## src/rtl/quad_pair_pkg.sv

```systemverilog
// Shared definitions for the quad operand pair collector: default operand
// width, pair-sum width and the slot encoding used to sequence a group.
package quad_pair_pkg;

    localparam int QP_W  = 6;
    localparam int QP_SW = QP_W + 1;

    // Role of the operand accepted in the current beat of a group.
    typedef enum logic [1:0] {
        SLOT0 = 2'd0,
        SLOT1 = 2'd1,
        SLOT2 = 2'd2,
        SLOT3 = 2'd3
    } slot_t;

    // Advance to the next slot; SLOT3 wraps to SLOT0.
    function automatic slot_t slot_next(input slot_t s);
        logic [1:0] nxt;
        nxt = s + 2'd1;
        return slot_t'(nxt);
    endfunction

endpackage

```

## src/rtl/qp_pair_add.sv

```systemverilog
// Unsigned W-bit + W-bit adder producing a full W+1-bit sum (no truncation).
module qp_pair_add
    import quad_pair_pkg::*;
#(
    parameter int W = QP_W
) (
    input  logic [W-1:0] a_i,
    input  logic [W-1:0] b_i,
    output logic [W:0]   sum_o
);

    // Zero-extend both operands so the carry lands in the top bit.
    assign sum_o = {1'b0, a_i} + {1'b0, b_i};

endmodule

```

## src/rtl/quad_operand_pair_collect.sv

```systemverilog
// Groups a stream of W-bit operands in fours and presents the two pair sums
// (op0+op1, op2+op3) in a one-entry output register for the downstream
// fast adder. Optional short-group flush is enabled with QUAD_PAIR_FLUSH_EN,
// which adds the in_last port.
module quad_operand_pair_collect
    import quad_pair_pkg::*;
#(
    parameter int W = QP_W
) (
    input  logic         clk,
    input  logic         rst_n,
    input  logic         in_valid,
    output logic         in_ready,
    input  logic [W-1:0] in_data,
`ifdef QUAD_PAIR_FLUSH_EN
    input  logic         in_last,
`endif
    output logic         out_valid,
    input  logic         out_ready,
    output logic [W:0]   out_a,
    output logic [W:0]   out_b,
    output logic         out_cin
);

    slot_t        slot_q,      slot_d;
    logic [W-1:0] op0_q,       op0_d;
    logic [W-1:0] op2_q,       op2_d;
    logic [W:0]   pa_q,        pa_d;
    logic [W:0]   out_a_q,     out_a_d;
    logic [W:0]   out_b_q,     out_b_d;
    logic         out_valid_q, out_valid_d;

    logic         is_last;
    logic         completing;
    logic         accept;
    logic [W:0]   pa_sum;
    logic [W:0]   pb_sum;
    logic [W:0]   new_a;
    logic [W:0]   new_b;

`ifdef QUAD_PAIR_FLUSH_EN
    assign is_last = in_last;
`else
    assign is_last = 1'b0;
`endif

    // A beat completes the group at slot3, or at any slot when flagged last.
    assign completing = (slot_q == SLOT3) || is_last;

    // Only a completing beat against an occupied, non-draining output stalls.
    assign in_ready = !(completing && out_valid_q && !out_ready);
    assign accept   = in_valid && in_ready;

    // First pair: op0 + incoming operand (used at slot1, or flush at slot1).
    qp_pair_add #(.W(W)) u_pair_a (
        .a_i   (op0_q),
        .b_i   (in_data),
        .sum_o (pa_sum)
    );

    // Second pair: op2 + incoming operand (used on the slot3 beat).
    qp_pair_add #(.W(W)) u_pair_b (
        .a_i   (op2_q),
        .b_i   (in_data),
        .sum_o (pb_sum)
    );

    // Select the pair loaded by a completing beat; unfilled operands count as 0.
    always_comb begin
        new_a = pa_q;
        new_b = pb_sum;
`ifdef QUAD_PAIR_FLUSH_EN
        case (slot_q)
            SLOT0: begin
                new_a = {1'b0, in_data};
                new_b = '0;
            end
            SLOT1: begin
                new_a = pa_sum;
                new_b = '0;
            end
            SLOT2: begin
                new_a = pa_q;
                new_b = {1'b0, in_data};
            end
            default: begin
                new_a = pa_q;
                new_b = pb_sum;
            end
        endcase
`endif
    end

    // Next-state: operand capture per slot, output load and output drain.
    always_comb begin
        slot_d      = slot_q;
        op0_d       = op0_q;
        op2_d       = op2_q;
        pa_d        = pa_q;
        out_a_d     = out_a_q;
        out_b_d     = out_b_q;
        out_valid_d = out_valid_q;

        // Drain first so a same-cycle load below keeps out_valid high.
        if (out_valid_q && out_ready) begin
            out_valid_d = 1'b0;
        end

        if (accept) begin
            if (completing) begin
                slot_d      = SLOT0;
                out_a_d     = new_a;
                out_b_d     = new_b;
                out_valid_d = 1'b1;
            end else begin
                slot_d = slot_next(slot_q);
                case (slot_q)
                    SLOT0:   op0_d = in_data;
                    SLOT1:   pa_d  = pa_sum;
                    SLOT2:   op2_d = in_data;
                    default: ;
                endcase
            end
        end
    end

    // State registers; reset discards any partial group and held pair.
    always_ff @(posedge clk or negedge rst_n) begin
        if (!rst_n) begin
            slot_q      <= SLOT0;
            op0_q       <= '0;
            op2_q       <= '0;
            pa_q        <= '0;
            out_a_q     <= '0;
            out_b_q     <= '0;
            out_valid_q <= 1'b0;
        end else begin
            slot_q      <= slot_d;
            op0_q       <= op0_d;
            op2_q       <= op2_d;
            pa_q        <= pa_d;
            out_a_q     <= out_a_d;
            out_b_q     <= out_b_d;
            out_valid_q <= out_valid_d;
        end
    end

    assign out_valid = out_valid_q;
    assign out_a     = out_a_q;
    assign out_b     = out_b_q;
    assign out_cin   = 1'b0;

endmodule

```

## config.mk

```make
export PLATFORM = sky130hd
export DESIGN_NAME = quad_operand_pair_collect
export DESIGN_NICKNAME = d
export VERILOG_FILES = /design/src/rtl/quad_pair_pkg.sv /design/src/rtl/qp_pair_add.sv /design/src/rtl/quad_operand_pair_collect.sv
export SDC_FILE = /design/constraint.sdc
export NUM_CORES = 1
export LEC_CHECK = 0
export ABC_CLOCK_PERIOD_IN_PS = 2460
export CAP_MARGIN = 20
export CORE_ASPECT_RATIO = 0.75
export CORE_MARGIN = 5
export CORE_UTILIZATION = 40
export CTS_BUF_LIST = sky130_fd_sc_hd__clkbuf_16
export CTS_CLUSTER_DIAMETER = 100
export DETAILED_ROUTE_END_ITERATION = 10
export GPL_ROUTABILITY_DRIVEN = 0
export PLACE_DENSITY = 0.64
export REMOVE_ABC_BUFFERS = 1
export SLEW_MARGIN = 20
export SYNTH_ARGS = -nofsm -noshare
export SYNTH_HDL_FRONTEND = slang
export SYNTH_SLANG_ARGS = --single-unit
export TNS_END_PERCENT = 50
```

## constraint.sdc

```tcl
create_clock -name clk -period 2.46 [get_ports clk]
set_input_delay 0.369 -clock clk [delete_from_list [all_inputs] [get_ports clk]]
set_output_delay 0.369 -clock clk [all_outputs]
set_load 0.05 [all_outputs]
```

==> results of run 1 <==
-- cell families (layout without fill, tap and decap cells) --
logic type / after synthesis / after routing / synth area share
other: 1 / 1 / 0.00202
adder cells (fa/ha/maj): 18 / 18 / 0.129
AO/OA/AOI/OAI: 30 / 30 / 0.103
AND/OR/NAND/NOR: 62 / 62 / 0.152
buffers and inverters: 10 / 44 / 0.0249
XOR/XNOR: 5 / 5 / 0.0236
flip-flops: 36 / 36 / 0.486
multiplexers: 13 / 13 / 0.0789
-- placed cells by master, fill, tap and decap left out, types with 6 or more instances in the layout --
| cell | netlist | routed |
|---|---|---|
| a21oi_1 | 6 | 6 |
| buf_4 | 2 | 6 |
| clkdlybuf4s50_1 | 0 | 24 |
| dfrtp_1 | 36 | 36 |
| ha_1 | 16 | 16 |
| inv_1 | 6 | 8 |
| mux2_2 | 13 | 13 |
| nand2_1 | 42 | 42 |
| o21ai_0 | 10 | 10 |
-- report_power, final --
part | internal [mW] | switching (mW) | leakage (nW)
clock network | 0.364 | 0.226 | 0.0738
registers | 0.877 | 0.180 | 0.443
logic | 0.660 | 0.958 | 0.591
-- metal layers --
layer	global-route usage	share of wire	up-vias
met5	0	0	-
met1	0.188	0.48	661
met3	0.0285	0.029	9
li1	-	-	672
met2	0.238	0.47	24
met4	0.0849	0.027	0
-- sequential cells by signal, summed over array words and instances, names as in the netlist --
name / cells
new_a: 7
out_valid: 1
op2_q: 6
out_b: 7
op0_q: 6
out_a: 7
slot_q: 2
-- how the worst max path moves through the flow --
| stage | end | slack [ns] | cells past startpoint |
|---|---|---|---|
| detailed placement | out_b[6] | 0.03 | 7 |
| CTS | out_b[6] | 0.31 | 7 |
| global route | out_b[6] | 0.23 | 7 |
| global placement | out_b[6] | 0.07 | 7 |
| floorplan | new_a[0] | 0.27 | 3 |
| finish | out_b[6] | 0.30 | 7 |
-- metrics by stage --
| stage | util | power (mW) |
|---|---|---|
| final | 0.520 | 3.26 |
| after global routing | 0.520 | 3.51 |
| after CTS | 0.520 | 3.29 |
| after detailed placement | 0.490 | 2.69 |
| after global placement | 0.490 | 2.63 |
| after floorplan | - | 2.17 |
-- critical path, delay by kind of cell --
| kind | cells | cell delay, ns |
|---|---|---|
| AOI/OAI and AO/OA | 3 | 0.77 |
| adders and majority gates | 2 | 0.63 |
| buffers and inverters | 1 | 0.43 |
| and+or+nand+nor | 1 | 0.10 |
-- cell type report --
type,count,area (µm²),share of cell area
Multi-Input combinational cell,129,908,0.391
Sequential cell,36,901,0.388
Timing Repair Buffer,30,285,0.123
Clock buffer,5,125,0.0538
Tap cell,57,71.3,0.0307
Inverter,6,22.5,0.00969
Clock inverter,3,11.3,0.00484
==> run_results.csv, run 1 <==
group,metric,value,unit
place,place_area,0.00219,mm²
logic_synthesis,ys_seq_area_frac,0.486,
cells_and_area,fillCellCount,389,
global_routing,antenna_found_initial,0,
critical_path,crit_start,"in_data[0]",
sta,grt_setup_unrepaired,"false",
clock_tree,cts_tree,"yes",
drt,wire_per_inst,14.6,µm
critical_path,cp-end-kind,"flip-flop",
place,pre_cts_ws,0.0293,ns
critical_path,cp_slowest_cell,"clkdlybuf4s50_1",
global_routing,grt_max_degree,37,
sta,fin_crit,2.16,ns
critical_path,cp.required,2.61,ns
critical_path,start_kind,"input pin",
sta,skew,0.00481,ns
clock_tree,h-tree-depth,2,
pwr,leakagePower,1.11,nW
min_path,whs_endpoint,"out_a[3]",
drt,drc,0,
logic_synthesis,synth.avg_cell_area,10.6,µm²
drt,vias,1366,
place,placed_cells_incl_taps,258,
logic_synthesis,synth-async-reset-ratio,1.00,
floorplan,die_y,69.0,µm
cells_and_area,area_growth,25.3,%
floorplan,placementRows,21,
place,portBuffers,25,
cells_and_area,drive_gt1_frac,0.129,
sta,timing.hold.ws,0.467,ns
clock_tree,cts_buffers,5,
floorplan,start_util,0.415,
sta,setup_viol,0,
critical_path,slowest_delay,0.43,ns
floorplan,coreArea,0.00447,mm²
logic_synthesis,synth_cell_types,35,
logic_synthesis,syn-cell-area,0.00186,mm²
logic_synthesis,synthTopCellsByCount,"42 x nand2_1, 36 x dfrtp_1, 16 x ha_1",
critical_path,arrival,2.31,ns
clock_tree,clk_pin_slew_worst_paths,0.05,ns
floorplan,floorplan.die_area,0.00612,mm²
sta,period_share,0.877,
critical_path,r2r_slack,0.48,ns
sta,maxSlewHeadroom,0.662,
place,dp.final_hpwl,2.94,mm
logic_synthesis,syn-instance-count,175,
drt,drt_wl_total,3.88,mm
critical_path,cp_cell_sequence,"clkdlybuf4s50_1, ha_1, fa_1, a21o_1, a21o_1, a2111oi_0, nor3_1",
clock_tree,cts-root-buf,"clkbuf_16",
cells_and_area,antenna_cells,0,
min_path,worstHoldPathCells,2,
critical_path,r2r_end,"out_b[6]",
sta,tns,0,ns
floorplan,die_x,88.6,µm
pwr,ir_drop,0.000530,V
drt,firstDrtPassIters,4,
sta,hold_viol_final,0,
drt,viasPerCell,5.14,
sta,tightest_slew,0.506,ns
clock_tree,clock_sinks,36,
flow_run,drv_cap,0,
cells_and_area,final_net_count,236,
critical_path,crit_type,"in -> reg",
global_routing,grt_util_all_layers,0.148,
global_routing,first_global_vias,1410,
logic_synthesis,ys_warn_count,0,
clock_tree,post_cts_buffers,0,
critical_path,worstRegToRegCells,6,
logic_synthesis,synth_top_area_share,0.486,
logic_synthesis,synthFlopType,"dfrtp_1",
clock_tree,hold_buffers,0,
logic_synthesis,synth_seq_cells,36,
logic_synthesis,synthTopCellsByArea,"dfrtp_1 49%, ha_1 11%, nand2_1 8.5%, mux2_2 7.9%, o21ai_0 2.7%",
sta,timing.fmax,464,MHz
status,outcome,"complete, no violations",
drt,drt-initial-drc-count,85,
critical_path,critical_path.max_fanout,2,
floorplan,ios,27,
cells_and_area,finalInstanceArea,0.00232,mm²
min_path,min_from,"new_a[3]",
pwr,p_per_area,1400,mW/mm²
logic_synthesis,yosys.area.top_type,"dfrtp_1",
sta,finalWorstSetupSlack,0.303,ns
global_routing,grt_pass1_wl,6.77,mm
min_path,hold_class,"reg -> reg",
sta,finalMaxSlewViolations,0,
clock_tree,clkLatencyLatePin,0.28,ns
clock_tree,cts_resized,0,
critical_path,cp_common_cell,"a21o_1",
critical_path,rr_startpoint,"op2_q[0]",
global_routing,gr-total-overflow,0,
logic_synthesis,synth_edf_count,0,
drt,drtAntennaViolNets,0,
clock_tree,clockBufferDepth,2,
logic_synthesis,synth.most_common_cell,"nand2_1",
cells_and_area,instances_no_fill,266,
No activity file was read; power rests on OpenSTA's default activity.
==> run 2: changes to the inputs <==
- CORE_UTILIZATION: 40 -> 35
- PLACE_DENSITY: 0.64 -> 0.57
==> run 2 against run 1 <==
Clock power down 3%. Critical path depth did not move. Sequential power about the same. Count of clock-buffer cells in the layout stayed put. Combinational power barely moved. First-iteration DRC count is 18% lower. Largest cell class unchanged. Maximum frequency is 0.84% higher. Sequential share of layout area fell by 0.43 points. Cell count grew 6.8%. Setup slack improved by 0.018 ns. Highest routed layer unchanged. Largest power group unchanged.
==> run_results.csv, run 2 (same netlist as run 1, synthesis figures left out) <==
group,metric,value,unit
critical_path,cp_common_cell,"a21o_1",
clock_tree,post_cts_buffers,0,
floorplan,ios,27,
sta,period_share,0.870,
drt,drc,0,
clock_tree,clockBufferDepth,2,
cells_and_area,area_growth,26.7,%
critical_path,cp_cell_sequence,"clkdlybuf4s50_1, ha_1, fa_1, a21o_1, a21o_1, a2111oi_0, nor3_1",
clock_tree,cts-root-buf,"clkbuf_16",
sta,timing.hold.ws,0.469,ns
critical_path,cp.required,2.60,ns
critical_path,cp.depth,7,
sta,hold_viol_final,0,
sta,finalMaxSlewViolations,0,
cells_and_area,final_net_count,237,
drt,drt_wl_total,3.47,mm
critical_path,critical_path.max_fanout,2,
sta,timing.fmax,467,MHz
clock_tree,clock_sinks,36,
clock_tree,cts_tree,"yes",
cells_and_area,drive_gt1_frac,0.134,
place,portBuffers,25,
global_routing,first_global_vias,1241,
critical_path,slowest_delay,0.43,ns
pwr,p_per_area,1370,mW/mm²
critical_path,cp_slowest_cell,"clkdlybuf4s50_1",
cells_and_area,instances_no_fill,284,
drt,drtAntennaViolNets,0,
critical_path,cp-end-kind,"flip-flop",
drt,wire_per_inst,12.2,µm
critical_path,r2r_slack,0.51,ns
pwr,ir_drop,0.000344,V
cells_and_area,final_common_cell,"nand2_1",
sta,fin_crit,2.14,ns
clock_tree,clk_pin_slew_worst_paths,0.05,ns
clock_tree,hold_buffers,0,
sta,skew,0.00228,ns
global_routing,antenna_found_initial,0,
drt,firstDrtPassIters,4,
clock_tree,cts_buffers,5,
floorplan,die_x,94.1,µm
floorplan,floorplan.die_area,0.00687,mm²
sta,tightest_slew,0.516,ns
clock_tree,h-tree-depth,2,
floorplan,start_util,0.354,
global_routing,grt_util_all_layers,0.117,
place,placed_cells_incl_taps,277,
cells_and_area,antenna_cells,0,
sta,grt_setup_unrepaired,"false",
cells_and_area,final_cell_mix,"42 x nand2_1, 36 x dfrtp_1, 24 x clkdlybuf4s50_1",
critical_path,cp-endpoint,"out_b[6]",
critical_path,start_kind,"input pin",
drt,vias,1295,
flow_run,drv_cap,0,
status,outcome,"complete, no violations",
critical_path,arrival,2.28,ns
floorplan,placementRows,23,
critical_path,worst-path-buf-inv,1,
clock_tree,clkLatencyLatePin,0.27,ns
sta,tns,0,ns
drt,viasPerCell,4.56,
floorplan,die_y,73.1,µm
place,dp.final_hpwl,2.67,mm
critical_path,crit_start,"in_data[0]",
critical_path,worstRegToRegCells,6,
min_path,hold_class,"reg -> reg",
critical_path,rr_startpoint,"op2_q[0]",
critical_path,r2r_end,"out_b[6]",
floorplan,coreArea,0.00524,mm²
clock_tree,cts_resized,0,
pwr,leakagePower,1.10,nW
global_routing,gr-total-overflow,0,
global_routing,grt_max_degree,37,
critical_path,cpLargestDelayFamily,"compound AO/OA/AOI/OAI gates",
sta,maxSlewHeadroom,0.655,
drt,drt-initial-drc-count,70,
global_routing,grt_pass1_wl,6.15,mm
critical_path,crit_type,"in -> reg",
sta,setup_viol,0,
## run 2: changes by cell type in the layout (fill, tap and decap cells not counted), sizes merged
| cell | delta |
|---|---|
| buf | +1 |
| clkinv | +1 |
| inv | -2 |
## run 2: through the flow
step / total power [mW] / util / cell area, µm² / setup slack, ns
after floorplan: 2.17 / - / 1830 / 0.270
after detailed placement: 2.67 / 0.424 / 2220 / 0.0176
after CTS: 3.25 / 0.449 / 2350 / 0.304
after global routing: 3.49 / 0.449 / 2350 / 0.152
final: 3.21 / 0.449 / 2350 / 0.321
after global placement: 2.65 / 0.424 / 2220 / 0.0329
## run 2: power breakdown
part           switching, mW  internal [mW]
Clock                  0.212          0.362
Combinational          0.931          0.661
Sequential             0.171          0.877
## run 2: worst min-delay path by stage
stage / start / end / slack [ns] / depth (start not counted)
after global placement: new_a[3] / out_a[3] / 0.45 / 2
after floorplan: rst_n / new_a[0] / 0.07 / 0
final: new_a[3] / out_a[3] / 0.47 / 2
after detailed placement: new_a[3] / out_a[3] / 0.46 / 2
after CTS: new_a[3] / out_a[3] / 0.47 / 2
after global routing: new_a[0] / out_a[0] / 0.50 / 2
## run 2: area by class of cell
class / count / area (µm²)
clock inverter: 2 / 7.51
multi-input combinational: 129 / 908
tap: 75 / 93.8
timing repair buffer: 31 / 293
fill: 532 / 2890
sequential: 36 / 901
inverter: 6 / 22.5
clock buffer: 5 / 125
## run 2: worst min-delay path, stage by stage, from the launching register on
cell and delay [ns]:
dfrtp_1 0.34, nand2_1 0.05, nand2_1 0.05
## run 2: layer usage
layer / part of all wire / vias up / GRT usage
met5: 0 / - / 0
met4: 0.010 / 0 / 0.0288
met3: 0.037 / 2 / 0.0340
met2: 0.40 / 26 / 0.166
met1: 0.55 / 597 / 0.175
li1: - / 670 / -
